--- src/rtl/button_event_pkg.sv ---
// Shared FSM states, one-hot event encodings and a width helper for button_event.
// Latency: n/a. Backpressure: n/a.
package button_event_pkg;

  typedef enum logic [1:0] {ARM, IDLE, PRESS, HOLD} btn_state_t;

  // One-hot event vector: {repeat, long, release, press}
  typedef logic [3:0] btn_evt_t;

  localparam btn_evt_t EVT_NONE    = 4'b0000;
  localparam btn_evt_t EVT_PRESS   = 4'b0001;
  localparam btn_evt_t EVT_RELEASE = 4'b0010;
  localparam btn_evt_t EVT_LONG    = 4'b0100;
  localparam btn_evt_t EVT_REPEAT  = 4'b1000;

  function automatic int max_int(input int a, input int b);
    return (a > b) ? a : b;
  endfunction

endpackage

--- src/rtl/button_event_cycle_timer.sv ---
// Up-counter with clear, enable and a combinational flag when it sits on the terminal value.
// Latency: tc is combinational from the count register. Backpressure: none; self-wraps at term.
module cycle_timer
  import button_event_pkg::*;
#(
  parameter int CNT_W = 8
) (
  input  logic             clk,
  input  logic             rst,
  input  logic             clr,
  input  logic             en,
  input  logic [CNT_W-1:0] term,
  output logic             tc
);

  logic [CNT_W-1:0] cnt;

  assign tc = (cnt == term);

  always_ff @(posedge clk or negedge rst) begin
    if (!rst) begin
      cnt <= '0;
    end else if (clr) begin
      cnt <= '0;
    end else if (en) begin
      cnt <= tc ? '0 : cnt + 1'b1;
    end
  end

endmodule

--- src/rtl/button_event.sv ---
// Turns a debounced level into one-cycle press/release/long/repeat pulses; repeat needs BUTTON_EVENT_AUTO_REPEAT_EN.
// Latency: every output registered, 1 cycle after the clean/en sample that causes it.
// Backpressure: none; pulses are fire-and-forget, en=0 silences everything and re-arms.
module button_event
  import button_event_pkg::*;
#(
  parameter int LONG_CYCLES   = 100_000_000,
  parameter int REPEAT_CYCLES = 20_000_000
) (
  input  logic clk,
  input  logic rst,
  input  logic clean,
  input  logic en,
  output logic press_pulse,
  output logic release_pulse,
  output logic long_pulse,
  output logic repeat_pulse,
  output logic held
);

  localparam int CNT_W = $clog2(max_int(LONG_CYCLES, REPEAT_CYCLES) + 1);
  localparam logic [CNT_W-1:0] LONG_TERM   = CNT_W'(LONG_CYCLES - 1);
  localparam logic [CNT_W-1:0] REPEAT_TERM = CNT_W'(REPEAT_CYCLES - 1);

  btn_state_t       state;
  btn_evt_t         evt;
  logic             tc;
  logic             timer_clr;
  logic             timer_en;
  logic [CNT_W-1:0] term;

  assign term = (state == HOLD) ? REPEAT_TERM : LONG_TERM;

  // Counter only runs while the button is down; PRESS clears it on the way into HOLD.
  assign timer_clr = !en || !clean || (state == ARM) || (state == IDLE) ||
                     ((state == PRESS) && tc);
`ifdef BUTTON_EVENT_AUTO_REPEAT_EN
  assign timer_en = (state == PRESS) || (state == HOLD);
`else
  assign timer_en = (state == PRESS);
`endif

  cycle_timer #(
    .CNT_W(CNT_W)
  ) u_timer (
    .clk  (clk),
    .rst  (rst),
    .clr  (timer_clr),
    .en   (timer_en),
    .term (term),
    .tc   (tc)
  );

  always_ff @(posedge clk or negedge rst) begin
    if (!rst) begin
      state <= ARM;
      evt   <= EVT_NONE;
      held  <= 1'b0;
    end else begin
      evt <= EVT_NONE;
      if (!en) begin
        state <= ARM;
        held  <= 1'b0;
      end else begin
        case (state)
          ARM: begin
            if (!clean) state <= IDLE;
          end
          IDLE: begin
            if (clean) begin
              state <= PRESS;
              evt   <= EVT_PRESS;
              held  <= 1'b1;
            end
          end
          PRESS: begin
            // Release beats a coincident terminal count.
            if (!clean) begin
              state <= IDLE;
              evt   <= EVT_RELEASE;
              held  <= 1'b0;
            end else if (tc) begin
              state <= HOLD;
              evt   <= EVT_LONG;
            end
          end
          HOLD: begin
            if (!clean) begin
              state <= IDLE;
              evt   <= EVT_RELEASE;
              held  <= 1'b0;
            end
`ifdef BUTTON_EVENT_AUTO_REPEAT_EN
            else if (tc) begin
              evt <= EVT_REPEAT;
            end
`endif
          end
          default: begin
            state <= ARM;
            held  <= 1'b0;
          end
        endcase
      end
    end
  end

  assign press_pulse   = |(evt & EVT_PRESS);
  assign release_pulse = |(evt & EVT_RELEASE);
  assign long_pulse    = |(evt & EVT_LONG);
  assign repeat_pulse  = |(evt & EVT_REPEAT);

endmodule

--- config.mk ---
export PLATFORM = sky130hd
export DESIGN_NAME = button_event
export DESIGN_NICKNAME = d
export VERILOG_FILES = /design/src/rtl/button_event_pkg.sv /design/src/rtl/button_event_cycle_timer.sv /design/src/rtl/button_event.sv
export SDC_FILE = /design/constraint.sdc
export NUM_CORES = 1
export LEC_CHECK = 0
export ABC_AREA = 1
export BUFFER_PORTS_ARGS = -buffer_cell sky130_fd_sc_hd__clkbuf_2
export CAP_MARGIN = 20
export CORE_MARGIN = 2
export CORE_UTILIZATION = 25
export CTS_CLUSTER_SIZE = 8
export DETAILED_ROUTE_END_ITERATION = 10
export PLACE_DENSITY = 0.5
export SYNTH_ARGS = -nofsm -noshare
export SYNTH_HDL_FRONTEND = slang
export SYNTH_SLANG_ARGS = --single-unit
export TNS_END_PERCENT = 5
--- constraint.sdc ---
create_clock -name clk -period 2.8 [get_ports clk]
set_input_delay 0.56 -clock clk [delete_from_list [all_inputs] [get_ports clk]]
set_output_delay 0.56 -clock clk [all_outputs]
set_load 0.05 [all_outputs]
==> Word-level counts from Yosys, hierarchy flattened <==
Index checks and enable logic that the tools add are counted.
{ "totals": {"regBits": 34, "latch_bits": 0, "ram_bits": 0, "mem_bits_ro": 0, "inputBits": 4, "word_cells": 47, "mem_count": 0} }
{ "op_classes": {"n_addsub": 1, "mul": 0, "div": 0, "magnitude_cmp": 0, "n_eq_ne": 9, "shift": 0, "n_mux": 20, "n_bitwise": 0, "reduce_logical": 13} }
{ "ops": {"columns": ["op", "count"], "rows": [
  ["27-bit two-way mux", 4],
  ["27-bit by 1-bit adder with 27-bit output (second input constant)", 1],
  ["27-bit == test", 1],
  ["2-bit two-way mux", 6],
  ["3-bit inequality test (second input constant)", 3],
  ["3-bit one-hot mux with 3 select lines", 1],
  ["3-bit two-way mux", 2],
  ["2-bit one-hot mux with 3 select lines", 1],
  ["3-bit AND reduction", 2],
  ["2-bit == test (second input constant)", 2],
  ["1-bit logical OR", 4],
  ["1-bit two-way mux", 4],
  ["4-bit two-way mux", 1],
  ["4-bit inequality test (second input constant)", 1],
  ["2-bit OR reduction", 2],
  ["3-bit by 2-bit inequality test with 1-bit output (second input constant)", 1],
  ["2-bit by 1-bit == test with 1-bit output (second input constant)", 1],
  ["1-bit logical NOT", 2],
  ["2-bit logical NOT", 1],
  ["1-bit one-hot mux with 2 select lines", 1],
  ["2-bit nonzero test", 1],
  ["1-bit logical AND", 1]
]} }

==> Longest topological paths before layout <==
{ "depth": {"word_depth": 7, "depth_mapped": 11, "ltp_nobuf": 11} }

==> Hierarchy <==
From an unflattened synthesis, not the netlist that was laid out.
{ "hier_totals": {"cells_unflattened": 340, "hier_area_um2": 2611.3} }
{ "modules_own_cells": {"columns": ["module", "instances", "cells_per_inst", "area_each_um2", "seq_area_each_um2"], "rows": [
  ["cycle_timer", 1, 289, 2199.6, 675.6],
  ["button_event", 1, 51, 411.6, 150.1]
]} }

==> Worst setup path before layout <==
Ideal clock, no wire load.
{ "synth_path": {"kind": "register to register", "startpoint": "register u_timer.cnt[1]", "endpoint": "register u_timer.cnt[10]", "setup_ps": 126, "t_arrival_ps": 1378, "slack_ps": 1295, "path_stages_with_launch": 10, "path_buffers": 1, "period_less_slack_ps": 1505, "path_cell_list": "dfrtp_1 > ha_1 > nand3_2 > nor2_1 > nand2_1 > nor2_2 > nand2_2 > nand3_2 > buf_6 > o22ai_1"} }
{ "synth_via": {"elab_chain_len": 4} }
{ "synth_lines": {"columns": ["element", "line_no", "source"], "rows": [
  ["start: declaration", "button_event_cycle_timer.sv:16", "logic [CNT_W-1:0] cnt;"],
  ["start signal: assignment", "button_event_cycle_timer.sv:26", "cnt <= tc ? '0 : cnt + 1'b1;"],
  ["27-bit by 1-bit adder with 27-bit output / 27-bit == test (equally long branches)", "button_event_cycle_timer.sv:26, button_event_cycle_timer.sv:18", null],
  ["27-bit two-way mux / 1-bit logical AND (equally long branches)", "button_event_cycle_timer.sv:26, button_event.sv:36", null],
  ["27-bit two-way mux / 1-bit logical OR (equally long branches)", "button_event_cycle_timer.sv:25, button_event.sv:35", null],
  ["27-bit two-way mux / 2-bit nonzero test (equally long branches)", null, null]
]} }
Several ways; a longest one is shown, not always the timed one. The select of a mux whose other input is x is not followed.
A chain may end at the register's enable or synchronous reset.

==> Final worst setup path <==
{ "layout_path": {"startpoint": "register state[0]", "endpoint": "register u_timer.cnt[17]"} }
{ "layout_via": {"elab_chain_len": 6} }
{ "layout_lines": {"columns": ["element", "line_no", "source"], "rows": [
  ["start: declaration", "button_event.sv:25", "btn_state_t state;"],
  ["start signal: assignment", "button_event.sv:56", "state <= ARM;"],
  ["start signal: assignment", "button_event.sv:62", "state <= ARM;"],
  ["start signal: assignment", "button_event.sv:67", "if (!clean) state <= IDLE;"],
  ["2-bit == test", "button_event.sv:32", "assign term = (state == HOLD) ? REPEAT_TERM : LONG_TERM;"],
  ["27-bit two-way mux", "button_event.sv:32", null],
  ["27-bit == test", "button_event_cycle_timer.sv:18", "assign tc = (cnt == term);"],
  ["27-bit two-way mux / 1-bit logical AND (equally long branches)", "button_event_cycle_timer.sv:26, button_event.sv:36", null],
  ["27-bit two-way mux / 1-bit logical OR (equally long branches)", "button_event_cycle_timer.sv:25, button_event.sv:35", null],
  ["27-bit two-way mux / 2-bit nonzero test (equally long branches)", null, null]
]} }
Several ways; a longest one is shown, not always the timed one. The select of a mux whose other input is x is not followed.

==> impl_metrics.xml <==
<?xml version="1.0" encoding="UTF-8"?>
<metrics>
  <group name="floorplan">
    <metric name="core_area" unit="µm²">8640</metric>
    <metric name="starting_density_of_the_core" unit="">0.256</metric>
    <metric name="die-area" unit="µm²">9620</metric>
    <metric name="num_io_pins" unit="">9</metric>
    <metric name="die_width" unit="µm">98.1</metric>
    <metric name="rows" unit="">34</metric>
    <metric name="dieHeight" unit="µm">98.1</metric>
  </group>
  <group name="global_route">
    <metric name="via_count_of_the_first_global_routing_pass" unit="">2020</metric>
    <metric name="global_route.usage.total" unit="">0.127</metric>
    <metric name="grt.overflow.total" unit="">0</metric>
    <metric name="grt_start_max_net_pins" unit="">34</metric>
    <metric name="grt_antenna_before_repair" unit="">0</metric>
    <metric name="grt_first_pass_wirelength" unit="µm">9910</metric>
  </group>
  <group name="min_path">
    <metric name="hold_wc_path_type" unit="">input port to asynchronous set/reset pin</metric>
  </group>
  <group name="yosys">
    <metric name="syn_area_per_cell" unit="µm²">7.37</metric>
    <metric name="synthCells" unit="">300</metric>
    <metric name="synth_warnings" unit="">0</metric>
    <metric name="synthTopCellsByArea" unit="">dfrtp_1 (37%), nand2_1 (12%), nand3_1 (6.3%), xor2_1 (6.3%), inv_1 (6.3%)</metric>
    <metric name="async_reset_ff_frac" unit="">1.00</metric>
    <metric name="synth-seq-cells" unit="">33</metric>
    <metric name="synth-edff-count" unit="">0</metric>
    <metric name="largest_area_contributor_in_the_synthesized_netlist" unit="">dfrtp_1</metric>
    <metric name="synth_top_area_frac" unit="">0.373</metric>
    <metric name="mappedNetlistNets" unit="">309</metric>
    <metric name="synth_cell_type_count" unit="">30</metric>
    <metric name="synth_seq_area_share" unit="">0.373</metric>
    <metric name="ys_dominant_reg_cell" unit="">dfrtp_1</metric>
    <metric name="synth_area" unit="µm²">2210</metric>
  </group>
  <group name="power">
    <metric name="static_leak" unit="nW">0.986</metric>
    <metric name="design_power_total" unit="mW">1.18</metric>
    <metric name="pwr_cell_area" unit="nW/µm²">482</metric>
    <metric name="vdd_ir_drop_max" unit="mV">0.132</metric>
  </group>
  <group name="detailed_routing">
    <metric name="number_of_remaining_drc_errors" unit="">0</metric>
    <metric name="route.detailed.vias_per_inst" unit="">4.79</metric>
    <metric name="num_vias" unit="">1997</metric>
    <metric name="drtAntennaViolNets" unit="">0</metric>
    <metric name="drtPass1Iterations" unit="">4</metric>
    <metric name="wire_per_inst" unit="µm">13.5</metric>
    <metric name="route.final.wire_length" unit="µm">5630</metric>
    <metric name="detailedRoute.firstIterationViolations" unit="">116</metric>
  </group>
  <group name="sta">
    <metric name="post_layout_minimum_cycle_time" unit="ps">2180</metric>
    <metric name="rsz0062_at_grt" unit="">no</metric>
    <metric name="slew_headroom" unit="">0.429</metric>
    <metric name="fmax" unit="GHz">0.459</metric>
    <metric name="aggregate_negative_setup_slack" unit="ps">0</metric>
    <metric name="maxSlewViolCount" unit="">0</metric>
    <metric name="timing_hold_violations_final" unit="">0</metric>
    <metric name="final.period_utilization" unit="">0.778</metric>
    <metric name="setup_viol" unit="">0</metric>
    <metric name="worst_pin_slew" unit="ps">856</metric>
    <metric name="fin_ws" unit="ps">621</metric>
    <metric name="skew" unit="ps">6.65</metric>
  </group>
  <group name="flow_run">
    <metric name="maxCapViolations" unit="">0</metric>
  </group>
  <group name="cts">
    <metric name="max_h_tree_level" unit="">2</metric>
    <metric name="clock_buffer_depth" unit="">2</metric>
    <metric name="cts.reportedPaths.clkPinSlew" unit="ps">70</metric>
    <metric name="cts_root_buf" unit="">clkbuf_8</metric>
    <metric name="tritoncts" unit="">built</metric>
    <metric name="clock_sinks" unit="">33</metric>
    <metric name="cts_hold_repair.buffers" unit="">0</metric>
    <metric name="cts-buffers-inserted" unit="">5</metric>
    <metric name="clkLatencyLatePin" unit="ps">290</metric>
    <metric name="cts-resized-gates" unit="">0</metric>
    <metric name="post-cts-setup-buffer-count" unit="">0</metric>
  </group>
  <group name="outcome">
    <metric name="outcome" unit="">completed</metric>
  </group>
  <group name="final_layout">
    <metric name="insertedDiodeCount" unit="">0</metric>
    <metric name="finalNonFillerCells" unit="">417</metric>
    <metric name="nets" unit="">317</metric>
    <metric name="final_core_util" unit="">0.283</metric>
    <metric name="synthToLayoutAreaGrowth" unit="%">10.6</metric>
    <metric name="layout_cells_sized_above_1" unit="">0.123</metric>
  </group>
  <group name="placed_design">
    <metric name="setup_slack_at_placement" unit="ps">489</metric>
    <metric name="hpwlAfterDp" unit="µm">4230</metric>
    <metric name="place_congestion" unit="">0.902</metric>
    <metric name="place_inst" unit="">409</metric>
    <metric name="io_buffers" unit="">7</metric>
  </group>
  <group name="critical_path">
    <metric name="end_kind" unit="">register</metric>
    <metric name="cp_max_fo" unit="">17</metric>
    <metric name="worstPathRequired" unit="ps">3000</metric>
    <metric name="timing.critical_path.arrival" unit="ps">2380</metric>
    <metric name="worst_flop_to_flop_path_startpoint" unit="">state[0]</metric>
    <metric name="setup.worst_path.start" unit="">state[0]</metric>
    <metric name="worst-setup-path-type" unit="">register to register</metric>
    <metric name="worstSetupStartpointType" unit="">register</metric>
  </group>
</metrics>
-- cell families (layout without fill, tap and decap cells) --
kind of cell	count (synthesis)	in the layout	share of synthesized area
XOR/XNOR	18	18	0.0713
adder cells (fa/ha/maj)	5	5	0.0283
other	1	1	0.00170
AND/OR/NAND/NOR	167	167	0.361
flip-flops	33	33	0.373
buffers and inverters	47	56	0.0899
AO/OA/AOI/OAI	29	29	0.0741
-- flip-flops by register name, indices dropped and copies added, names as in the netlist --
signal and flops:
state 2, evt 3, held 1, u_timer.cnt 27
-- cells in the final DEF, fill, tap and decap left out --
master,synthesis,routed
a21oi_1,3,3
buf_4,1,2
clkbuf_2,0,7
clkbuf_8,0,7
clkinv_2,0,1
conb_1,1,1
dfrtp_1,33,33
ha_1,5,5
inv_1,37,37
inv_2,2,2
nand2_1,68,68
nand2_2,2,2
nand3_1,28,28
nand3_2,5,5
nand3b_1,1,1
nand4_1,9,9
nand4_2,1,1
nor2_1,27,27
nor2_2,6,6
nor2b_2,1,1
nor3_1,10,10
nor3_2,3,3
nor4_1,4,4
o21ai_0,6,6
o21ai_1,5,5
o22ai_1,15,15
or2_2,1,1
or3_1,1,1
xnor2_1,2,2
xor2_1,16,16
-- synth_stat cells, types with 2 or more instances --
cell and instances:
nand3_1 28, xor2_1 16, nor3_1 10, clkbuf_1 2
o22ai_1 15, nand2_2 2, nand2_1 68, buf_6 2
nand3_2 5, inv_2 2, xnor2_1 2, nand4_1 9
o21ai_1 5, a21oi_1 3, nor4_1 4, nor2_1 27
dfrtp_1 33, inv_1 37, nor3_2 3, buf_2 3
ha_1 5, nor2_2 6, o21ai_0 6
-- stage by stage --
stage	instance area (µm²)	hold WS, ps
final	2450	367
after global routing	2450	441
after CTS	2450	405
after detailed placement	2340	526
after global placement	2340	517
after floorplan	2210	264
-- worst max-delay path: stages, from the launching register on --
cell     delay, ps
dfrtp_1        390
inv_1           80
ha_1           230
nor3_2         470
nand2_1        560
o22ai_1        340
-- worst paths after layout --
check	to	slack (ps)	depth (start not counted)
min	u_timer.cnt[13]	370	1
max reg2reg	u_timer.cnt[17]	620	5
max	u_timer.cnt[17]	620	5
min reg2reg	held	540	2
min in group clk	evt[1]	500	2
max in group asynchronous	u_timer.cnt[1]	1900	1
-- area by class of cell --
type	count	area, µm²
multi-input combinational	220	1190
inverter	39	146
clock inverter	1	5.00
fill	962	6190
sequential	33	826
tap	108	135
clock buffer	7	96.3
timing repair buffer	9	50.0
-- metal layers --
layer	track usage	vias up	wire, µm
li1	-	1002	-
met1	0.172	960	2660
met2	0.206	28	2680
met3	0.0258	7	207
met4	0.0395	0	80
met5	0	-	0
-- power breakdown --
part	switching (mW)	total (mW)	leakage (nW)	internal, mW
Sequential	0.0162	0.513	0.458	0.497
Clock	0.188	0.410	0.0542	0.222
Combinational	0.185	0.256	0.474	0.0708
(Power assumes the default switching activity.)
